===== src/rtl/uart_alici_tampon_pkg.sv =====
// Shared constants for the UART receive FIFO slice.
package uart_alici_tampon_pkg;

   localparam logic HIGH = 1'b1;
   localparam logic LOW  = 1'b0;

endpackage


===== src/rtl/fifo_bellek.sv =====
// Register-array storage for the receive FIFO: one synchronous write port,
// one asynchronous read port, contents are not reset.
module fifo_bellek #(
   parameter int DERINLIK       = 16,
   parameter int VERI_GENISLIGI = 8
) (
   input  logic                        clk_i,
   input  logic                        yaz_en_i,
   input  logic [$clog2(DERINLIK)-1:0] yaz_adr_i,
   input  logic [VERI_GENISLIGI-1:0]   yaz_veri_i,
   input  logic [$clog2(DERINLIK)-1:0] oku_adr_i,
   output logic [VERI_GENISLIGI-1:0]   oku_veri_o
);

   logic [VERI_GENISLIGI-1:0] mem [DERINLIK];

   always_ff @(posedge clk_i) begin
      if (yaz_en_i) mem[yaz_adr_i] <= yaz_veri_i;
   end

   assign oku_veri_o = mem[oku_adr_i];

endmodule


===== src/rtl/uart_alici_tampon.sv =====
// First-word-fall-through receive FIFO behind the UART receiver.
// Optional threshold outputs are built when UART_ALICI_TAMPON_ESIK_EN is defined.
module uart_alici_tampon
   import uart_alici_tampon_pkg::*;
#(
   parameter int DERINLIK       = 16,
   parameter int VERI_GENISLIGI = 8
`ifdef UART_ALICI_TAMPON_ESIK_EN
   ,parameter int ESIK          = 8
`endif
) (
   input  logic                      clk_i,
   input  logic                      rst_i,
   input  logic [VERI_GENISLIGI-1:0] alinan_veri_i,
   input  logic                      alinan_gecerli_i,
   output logic [VERI_GENISLIGI-1:0] veri_o,
   output logic                      gecerli_o,
   input  logic                      hazir_i,
   output logic                      bos_o,
   output logic                      dolu_o,
   output logic                      tasma_o,
   input  logic                      tasma_temizle_i,
   input  logic                      bosalt_i
`ifdef UART_ALICI_TAMPON_ESIK_EN
   ,output logic [$clog2(DERINLIK):0] doluluk_o,
   output logic                      esik_o
`endif
);

   localparam int AW = $clog2(DERINLIK);
   localparam int CW = AW + 1;

   logic [AW-1:0]             yaz_ptr, oku_ptr;
   logic [CW-1:0]             sayac;
   logic                      tasma_q;
   logic [VERI_GENISLIGI-1:0] oku_veri;
   logic                      push, pop, dusur;

   assign bos_o     = (sayac == '0);
   assign dolu_o    = (sayac == CW'(DERINLIK));
   assign gecerli_o = !bos_o;
   assign tasma_o   = tasma_q;
   assign veri_o    = bos_o ? '0 : oku_veri;

   // A full FIFO still accepts a byte when the head leaves in the same cycle.
   assign pop   = gecerli_o && hazir_i;
   assign push  = alinan_gecerli_i && (!dolu_o || pop);
   assign dusur = alinan_gecerli_i && dolu_o && !pop && !bosalt_i;

   always_ff @(posedge clk_i or posedge rst_i) begin
      if (rst_i) begin
         yaz_ptr <= '0;
         oku_ptr <= '0;
         sayac   <= '0;
      end else if (bosalt_i) begin
         yaz_ptr <= '0;
         oku_ptr <= '0;
         sayac   <= '0;
      end else begin
         if (push) yaz_ptr <= yaz_ptr + AW'(1);
         if (pop)  oku_ptr <= oku_ptr + AW'(1);
         if (push && !pop)      sayac <= sayac + CW'(1);
         else if (pop && !push) sayac <= sayac - CW'(1);
      end
   end

   // Set beats clear when a drop and a clear request coincide.
   always_ff @(posedge clk_i or posedge rst_i) begin
      if (rst_i)                tasma_q <= LOW;
      else if (dusur)           tasma_q <= HIGH;
      else if (tasma_temizle_i) tasma_q <= LOW;
   end

   fifo_bellek #(
      .DERINLIK       (DERINLIK),
      .VERI_GENISLIGI (VERI_GENISLIGI)
   ) u_bellek (
      .clk_i      (clk_i),
      .yaz_en_i   (push && !bosalt_i),
      .yaz_adr_i  (yaz_ptr),
      .yaz_veri_i (alinan_veri_i),
      .oku_adr_i  (oku_ptr),
      .oku_veri_o (oku_veri)
   );

`ifdef UART_ALICI_TAMPON_ESIK_EN
   assign doluluk_o = sayac;
   assign esik_o    = (sayac >= CW'(ESIK));
`endif

endmodule


===== config.mk =====
export PLATFORM = sky130hd
export DESIGN_NAME = uart_alici_tampon
export DESIGN_NICKNAME = d
export VERILOG_FILES = /design/src/rtl/uart_alici_tampon_pkg.sv /design/src/rtl/fifo_bellek.sv /design/src/rtl/uart_alici_tampon.sv
export SDC_FILE = /design/constraint.sdc
export NUM_CORES = 1
export LEC_CHECK = 0
export BUFFER_PORTS_ARGS = -buffer_cell sky130_fd_sc_hd__buf_2
export CORE_AREA = 2 2 107 109
export CTS_BUF_LIST = sky130_fd_sc_hd__clkbuf_16
export DETAILED_ROUTE_END_ITERATION = 6
export DIE_AREA = 0 0 109 111
export GPL_TIMING_DRIVEN = 0
export HOLD_SLACK_MARGIN = 0.08
export PLACE_DENSITY = 0.71
export SLEW_MARGIN = 20
export SYNTH_ARGS = -nofsm -noshare
export SYNTH_HDL_FRONTEND = slang
export SYNTH_SLANG_ARGS = --single-unit

===== constraint.sdc =====
create_clock -name clk_i -period 4.2 [get_ports clk_i]
set_input_delay 0.84 -clock clk_i [delete_from_list [all_inputs] [get_ports clk_i]]
set_output_delay 0.84 -clock clk_i [all_outputs]
set_load 0.02 [all_outputs]

==> impl_metrics.yaml, run 1 <==
yosys:
  syn_area_per_cell_um2: 18.26
  synth.net_count: 347
  syn_inst: 323
  synth_area_um2: 5899
  synth_cell_types: 37
  synth_seq_cells: 142
  ys.warnings.count: 0
  yosysSeqAreaShare_pct: 71.09
power_and_ir_drop:
  leakage_nw: 2.322
  powerDensity_nw_per_um2: 587.5
  vdd_drop_max_v: 0.0003760
  p_total_mw: 4.021
placement:
  dp_hpwl_um: 7472
  dpl_worst_slack_ns: 0.8951
  gp_congestion: 0.7541
  io_buffers: 24
cells_and_area:
  syn_to_final_growth_pct: 16.03
  antenna_cells: 0
  final_cell_mix: "edfxtp_1, buf_2, mux4_2"
  final_util_pct: 61.80
  drive_gt1_share_pct: 26.91
  final_common_cell: "edfxtp_1"
  nets: 390
drt:
  totalWireLength_um: 11450
  drt-initial-drc-count: 318
  first_pass_iters: 5
  drtAntennaViolNets: 0
  num_vias: 3075
  wl_per_cell_um: 21.94
  vias_per_cell: 5.891
  drc: 0
clock_network:
  cts-htree-levels: 4
  hold_buffers: 0
  numClockSinks: 142
  cts_tree: "done"
  clkSlewWorstSetupHoldPaths_ns: 0.06
  cts_buffers: 17
  root_buffer: "clkbuf_16"
  clk_latency_ns: 0.41
  postCtsSetupBuffers: 0
  cts_resized: 0
  cts_max_path_buffers: 2
floorplanning:
  std_cell_rows: 39
  die_area_um2: 12100
  ioPinCount: 26
  die_w_um: 109
  fp.dieH_um: 111
  initial_core_util_pct: 53.26
  core_area_um2: 11080
setup_path:
  crit_required_ns: 3.36
  worstReg2RegEnd: "sayac[4]$_DFFE_PP0P_"
  reg2regPathDepth: 8
  critPathKind: "flip-flop to primary output"
  cp_max_fo: 10
  r2r_start: "sayac[0]$_DFFE_PP0P_"
  rrSetupSlack_ns: 1.49
  startpoint: "oku_ptr[1]$_DFFE_PP0P_"
  critPathLaunchType: "flip-flop"
  cp.arrival_ns: 2.86
  cp-end-kind: "primary output"
timing:
  holdWs_ns: 0.5081
  fin_ws_ns: 0.4993
  maxSlewHeadroom_pct: 46.07
  finalHoldViolations: 0
  setup-tns-final_ns: 0
  fin_skew_ns: 0.006154
  max_freq_ghz: 0.2702
  period_share_pct: 88.11
  min_period_ns: 3.701
  worst_pin_slew_ns: 0.8046
  setup_viol: 0
  rsz0062_at_grt: "false"
  finalMaxSlewViolations: 0
hold_path:
  min_path_type: "input port to asynchronous set/reset pin"
global_routing:
  grt_pass1_wl_um: 18080
  antenna_found_initial: 0
  grt_usage_pct: 21.26
  gr-total-overflow: 0
  grt_max_degree: 17
  grt_pass1_vias: 3231
job:
  max_cap_viol_count: 0
outcome:
  outcome: "finished, final reports clean"
-- cell families (layout without fill, tap and decap cells) --
kind of cell | after synthesis | after routing | synth area share [%]
muxes | 47 | 47 | 14.83
DFF | 142 | 142 | 71.09
adders and majority gates | 10 | 10 | 2.248
buffers and inverters | 25 | 81 | 1.845
xor gates and xnor gates | 6 | 6 | 0.8908
and+or+nand+nor | 58 | 58 | 4.920
AOI/OAI and AO/OA | 35 | 35 | 4.178
-- synth_stat cells (all sizes together) --
cell      n  area, um2
o211ai    3      22.52
mux2      3      33.78
a311o     1      10.01
mux4     32      720.7
clkbuf    5      18.77
a211oi   16      120.1
inv       6      22.52
o21bai    1      7.510
edfxtp  128       3844
a221o     1      10.01
xnor2     2      17.52
nand2     8      30.03
o21ai     4      20.02
and3      2      12.51
o21ba     1      10.01
buf      13      63.81
mux2i    12      120.1
or3       1      6.260
dfrtp    14      350.3
fa        1      20.02
nor2b    10      62.56
ha        9      112.6
clkinv    1      3.750
nor2     23      86.33
xor2      4      35.03
a31oi     2      12.51
nand3     3      15.01
or4       2      18.77
o32ai     1      8.760
nand2b    5      38.78
a21oi     5      25.02
nor3      4      20.02
-- critical path: stages, from the launching register on --
cell      delay (ns)
dfrtp_1         0.35
buf_2           0.25
buf_2           0.40
mux4_2          0.56
nor2b_1         0.15
a211oi_1        0.38
a211oi_1        0.15
buf_2           0.21
-- metal layers --
layer | wire [um] | GRT usage, %
met1 | 4805 | 30.02
met2 | 5514 | 31.01
met3 | 843 | 5.467
met4 | 289 | 10.17
met5 | 0 | 0
-- stage by stage --
stage,instances,area (um2)
final,522,6845
after global routing,522,6845
after CTS,522,6845
after detailed placement,490,6218
after global placement,490,6198
after floorplan,323,5899
-- worst max-delay path by stage --
stage | end | slack (ns) | cells past startpoint
finish | veri_o[4] | 0.50 | 7
global route | veri_o[4] | 0.37 | 7
CTS | veri_o[5] | 0.44 | 7
detailed placement | veri_o[5] | 0.90 | 7
global placement | veri_o[5] | 0.94 | 7
floorplan | veri_o[6] | 1.52 | 6
-- area by class of cell --
class,instances,area (um2)
Buffer,18,82.58
Clock buffer,17,425.4
Inverter,7,26.28
Clock inverter,15,201.4
Fill cell,765,4232
Timing Repair Buffer,24,120.1
Multi-Input combinational cell,156,1617
Sequential cell,142,4194
Tap cell,143,178.9
-- flip-flops by register name, summed over array words and instances (netlist names) --
signal,cells
tasma_o,1
sayac,5
u_bellek.mem,128
yaz_ptr,4
oku_ptr,4
-- where the power goes --
| group | switching, mW | leakage, nW | internal [mW] |
|---|---|---|---|
| registers | 0.0351 | 1.34 | 1.58 |
| clock network | 0.535 | 0.308 | 1.04 |
| logic | 0.482 | 0.673 | 0.347 |
Power figures use the tool's default switching activity.
==> run 2: changes to the inputs <==
--- a/config.mk
+++ b/config.mk
@@ -13,6 +13,7 @@
 export GPL_TIMING_DRIVEN = 0
 export HOLD_SLACK_MARGIN = 0.08
 export PLACE_DENSITY = 0.71
+export RECOVER_POWER = 25
 export SLEW_MARGIN = 20
 export SYNTH_ARGS = -nofsm -noshare
 export SYNTH_HDL_FRONTEND = slang
==> constraint.sdc (replaced) <==
create_clock -name clk_i -period 4.2 [get_ports clk_i]
set_input_delay 0 -clock clk_i [delete_from_list [all_inputs] [get_ports clk_i]]
set_output_delay 0 -clock clk_i [all_outputs]
set_load 0.02 [all_outputs]
==> impl_metrics.yaml, run 2 (synthesis gave the netlist of run 1 again) <==
setup_path:
  crit_chain: "buf_2 > buf_2 > mux4_2 > nor2b_1 > a211oi_1 > a211oi_1 > buf_2"
  rrSetupSlack_ns: 1.49
  crit_required_ns: 4.20
  cp_max_fo: 10
  max_stage_delay_ns: 0.57
  reg2regPathDepth: 8
  crit_slowest_cell: "mux4_2"
  crit_buf_inv: 3
  worstReg2RegEnd: "sayac[4]$_DFFE_PP0P_"
  critPathKind: "flip-flop to primary output"
  cp-end-kind: "primary output"
  cpMostUsedCell: "buf_2"
  critPathLaunchType: "flip-flop"
  r2r_start: "sayac[0]$_DFFE_PP0P_"
  cp.arrival_ns: 2.83
  cp_top_family: "buffers and inverters"
timing:
  period_share_pct: 67.33
  holdWs_ns: 0.1095
  setup_viol: 0
  max_freq_ghz: 0.3536
  worst_pin_slew_ns: 0.8208
  finalMaxSlewViolations: 0
  rsz0062_at_grt: "false"
  setup-tns-final_ns: 0
  fin_skew_ns: 0.007240
  maxSlewHeadroom_pct: 45.08
  min_period_ns: 2.828
  finalHoldViolations: 0
  fin_ws_ns: 1.372
cells_and_area:
  final_cell_mix: "edfxtp_1, mux4_2, buf_2"
  final_common_cell: "edfxtp_1"
  antenna_cells: 0
  largest_reg_flops: 128
  reg_top3: "u_bellek.mem: 128 flops, sayac: 5 flops"
  final_cells: 535
  top_register: "u_bellek.mem"
  syn_to_final_growth_pct: 18.13
  nets: 403
  drive_gt1_share_pct: 24.74
drt:
  drt-initial-drc-count: 326
  wl_per_cell_um: 21.46
  totalWireLength_um: 11480
  first_pass_iters: 5
  drc: 0
  drtAntennaViolNets: 0
  vias_per_cell: 5.800
  num_vias: 3103
floorplanning:
  die_area_um2: 12100
  die_w_um: 109
  initial_core_util_pct: 53.26
  core_area_um2: 11080
  std_cell_rows: 39
  fp.dieH_um: 111
  ioPinCount: 26
hold_path:
  min_path_type: "input port to flip-flop"
  hp-start: "alinan_gecerli_i"
  whs_path_depth: 3
  holdPathEnd: "sayac[4]$_DFFE_PP0P_"
clock_network:
  postCtsSetupBuffers: 0
  numClockSinks: 142
  clkSlewWorstSetupHoldPaths_ns: 0.05
  cts-htree-levels: 4
  clk_latency_ns: 0.41
  cts_buffers: 17
  cts_max_path_buffers: 2
  cts_tree: "done"
  root_buffer: "clkbuf_16"
outcome:
  outcome: "finished, final reports clean"
power_and_ir_drop:
  powerDensity_nw_per_um2: 577.9
  leakage_nw: 2.366
  vdd_drop_max_v: 0.0003769
placement:
  io_buffers: 24
  dp_hpwl_um: 7472
  dp_cells: 490
  gp_congestion: 0.7541
  dpl_worst_slack_ns: 1.510
global_routing:
  grt_pass1_wl_um: 18270
  grt_usage_pct: 21.42
  grt_max_degree: 17
  grt_pass1_vias: 3268
  antenna_found_initial: 0
  gr-total-overflow: 0
job:
  max_cap_viol_count: 0
-- run 2: changes by cell type in the layout (fill, tap and decap cells not counted) --
| cell | previous run | this run |
|---|---|---|
| clkbuf_1 | 5 | 10 |
| buf_2 | 33 | 28 |
| dlygate4sd3_1 | 0 | 13 |
-- run 2: routing by layer --
layer	routed length [um]	part of all wire (%)	GRT usage [%]	vias to the layer above
met5	0	0	0	-
met4	194	1.7	10.17	0
met3	781	6.8	5.467	13
met2	5582	49	31.30	96
met1	4922	43	30.27	1594
li1	-	-	-	1400
-- run 2: worst reg2reg max path, delay by kind of cell, from the launching register on --
family                   cells  cell delay, ns
AND/OR/NAND/NOR              4            1.22
adder cells (fa/ha/maj)      1            0.38
multiplexers                 1            0.22
flip-flops                   1            0.43
AO/OA/AOI/OAI                2            0.36
-- run 2: through the flow --
| stage | area, um2 | util [%] | power (mW) |
|---|---|---|---|
| 2_1_floorplan | 5899 | - | 2.238 |
| 3_3_place_gp | 6198 | 55.96 | 2.455 |
| 6_report | 6969 | 62.92 | 4.027 |
| 5_1_grt | 6969 | 62.92 | 4.185 |
| 3_5_place_dp | 6218 | 56.14 | 2.478 |
| 4_1_cts | 6975 | 62.97 | 4.057 |
-- run 2: layout make-up --
cell class,count,area (um2)
Buffer,18,82.58
Clock buffer,17,425.4
Clock inverter,15,201.4
Fill cell,758,4108
Inverter,7,26.28
Multi-Input combinational cell,156,1617
Sequential cell,142,4194
Tap cell,143,178.9
Timing Repair Buffer,37,244.0
-- run 2: report_power, final --
part	internal, mW	switching [mW]	total (mW)
sequential	1.58	0.0351	1.62
clock	1.04	0.534	1.57
combinational	0.354	0.482	0.835
total	2.98	1.05	4.03
-- run 2: how the worst max path moves through the flow --
stage / startpoint / to / slack [ns] / cells past startpoint
after floorplan: sayac[0]$_DFFE_PP0P_ / sayac[4]$_DFFE_PP0P_ / 1.71 / 8
after global placement: sayac[0]$_DFFE_PP0P_ / u_bellek.mem[2][4]$_DFFE_PP_ / 1.44 / 5
after detailed placement: sayac[0]$_DFFE_PP0P_ / sayac[4]$_DFFE_PP0P_ / 1.51 / 8
after CTS: oku_ptr[1]$_DFFE_PP0P_ / veri_o[5] / 1.28 / 7
after global routing: oku_ptr[1]$_DFFE_PP0P_ / veri_o[4] / 1.21 / 7
final: oku_ptr[1]$_DFFE_PP0P_ / veri_o[5] / 1.37 / 7
-- run 2: timing repair --
action                                  in CTS  in global routing
endpoints found under the setup margin       0                  0
gates resized for setup                      0                  0
endpoints found under the hold margin      148                  0
hold buffers                                13                  0
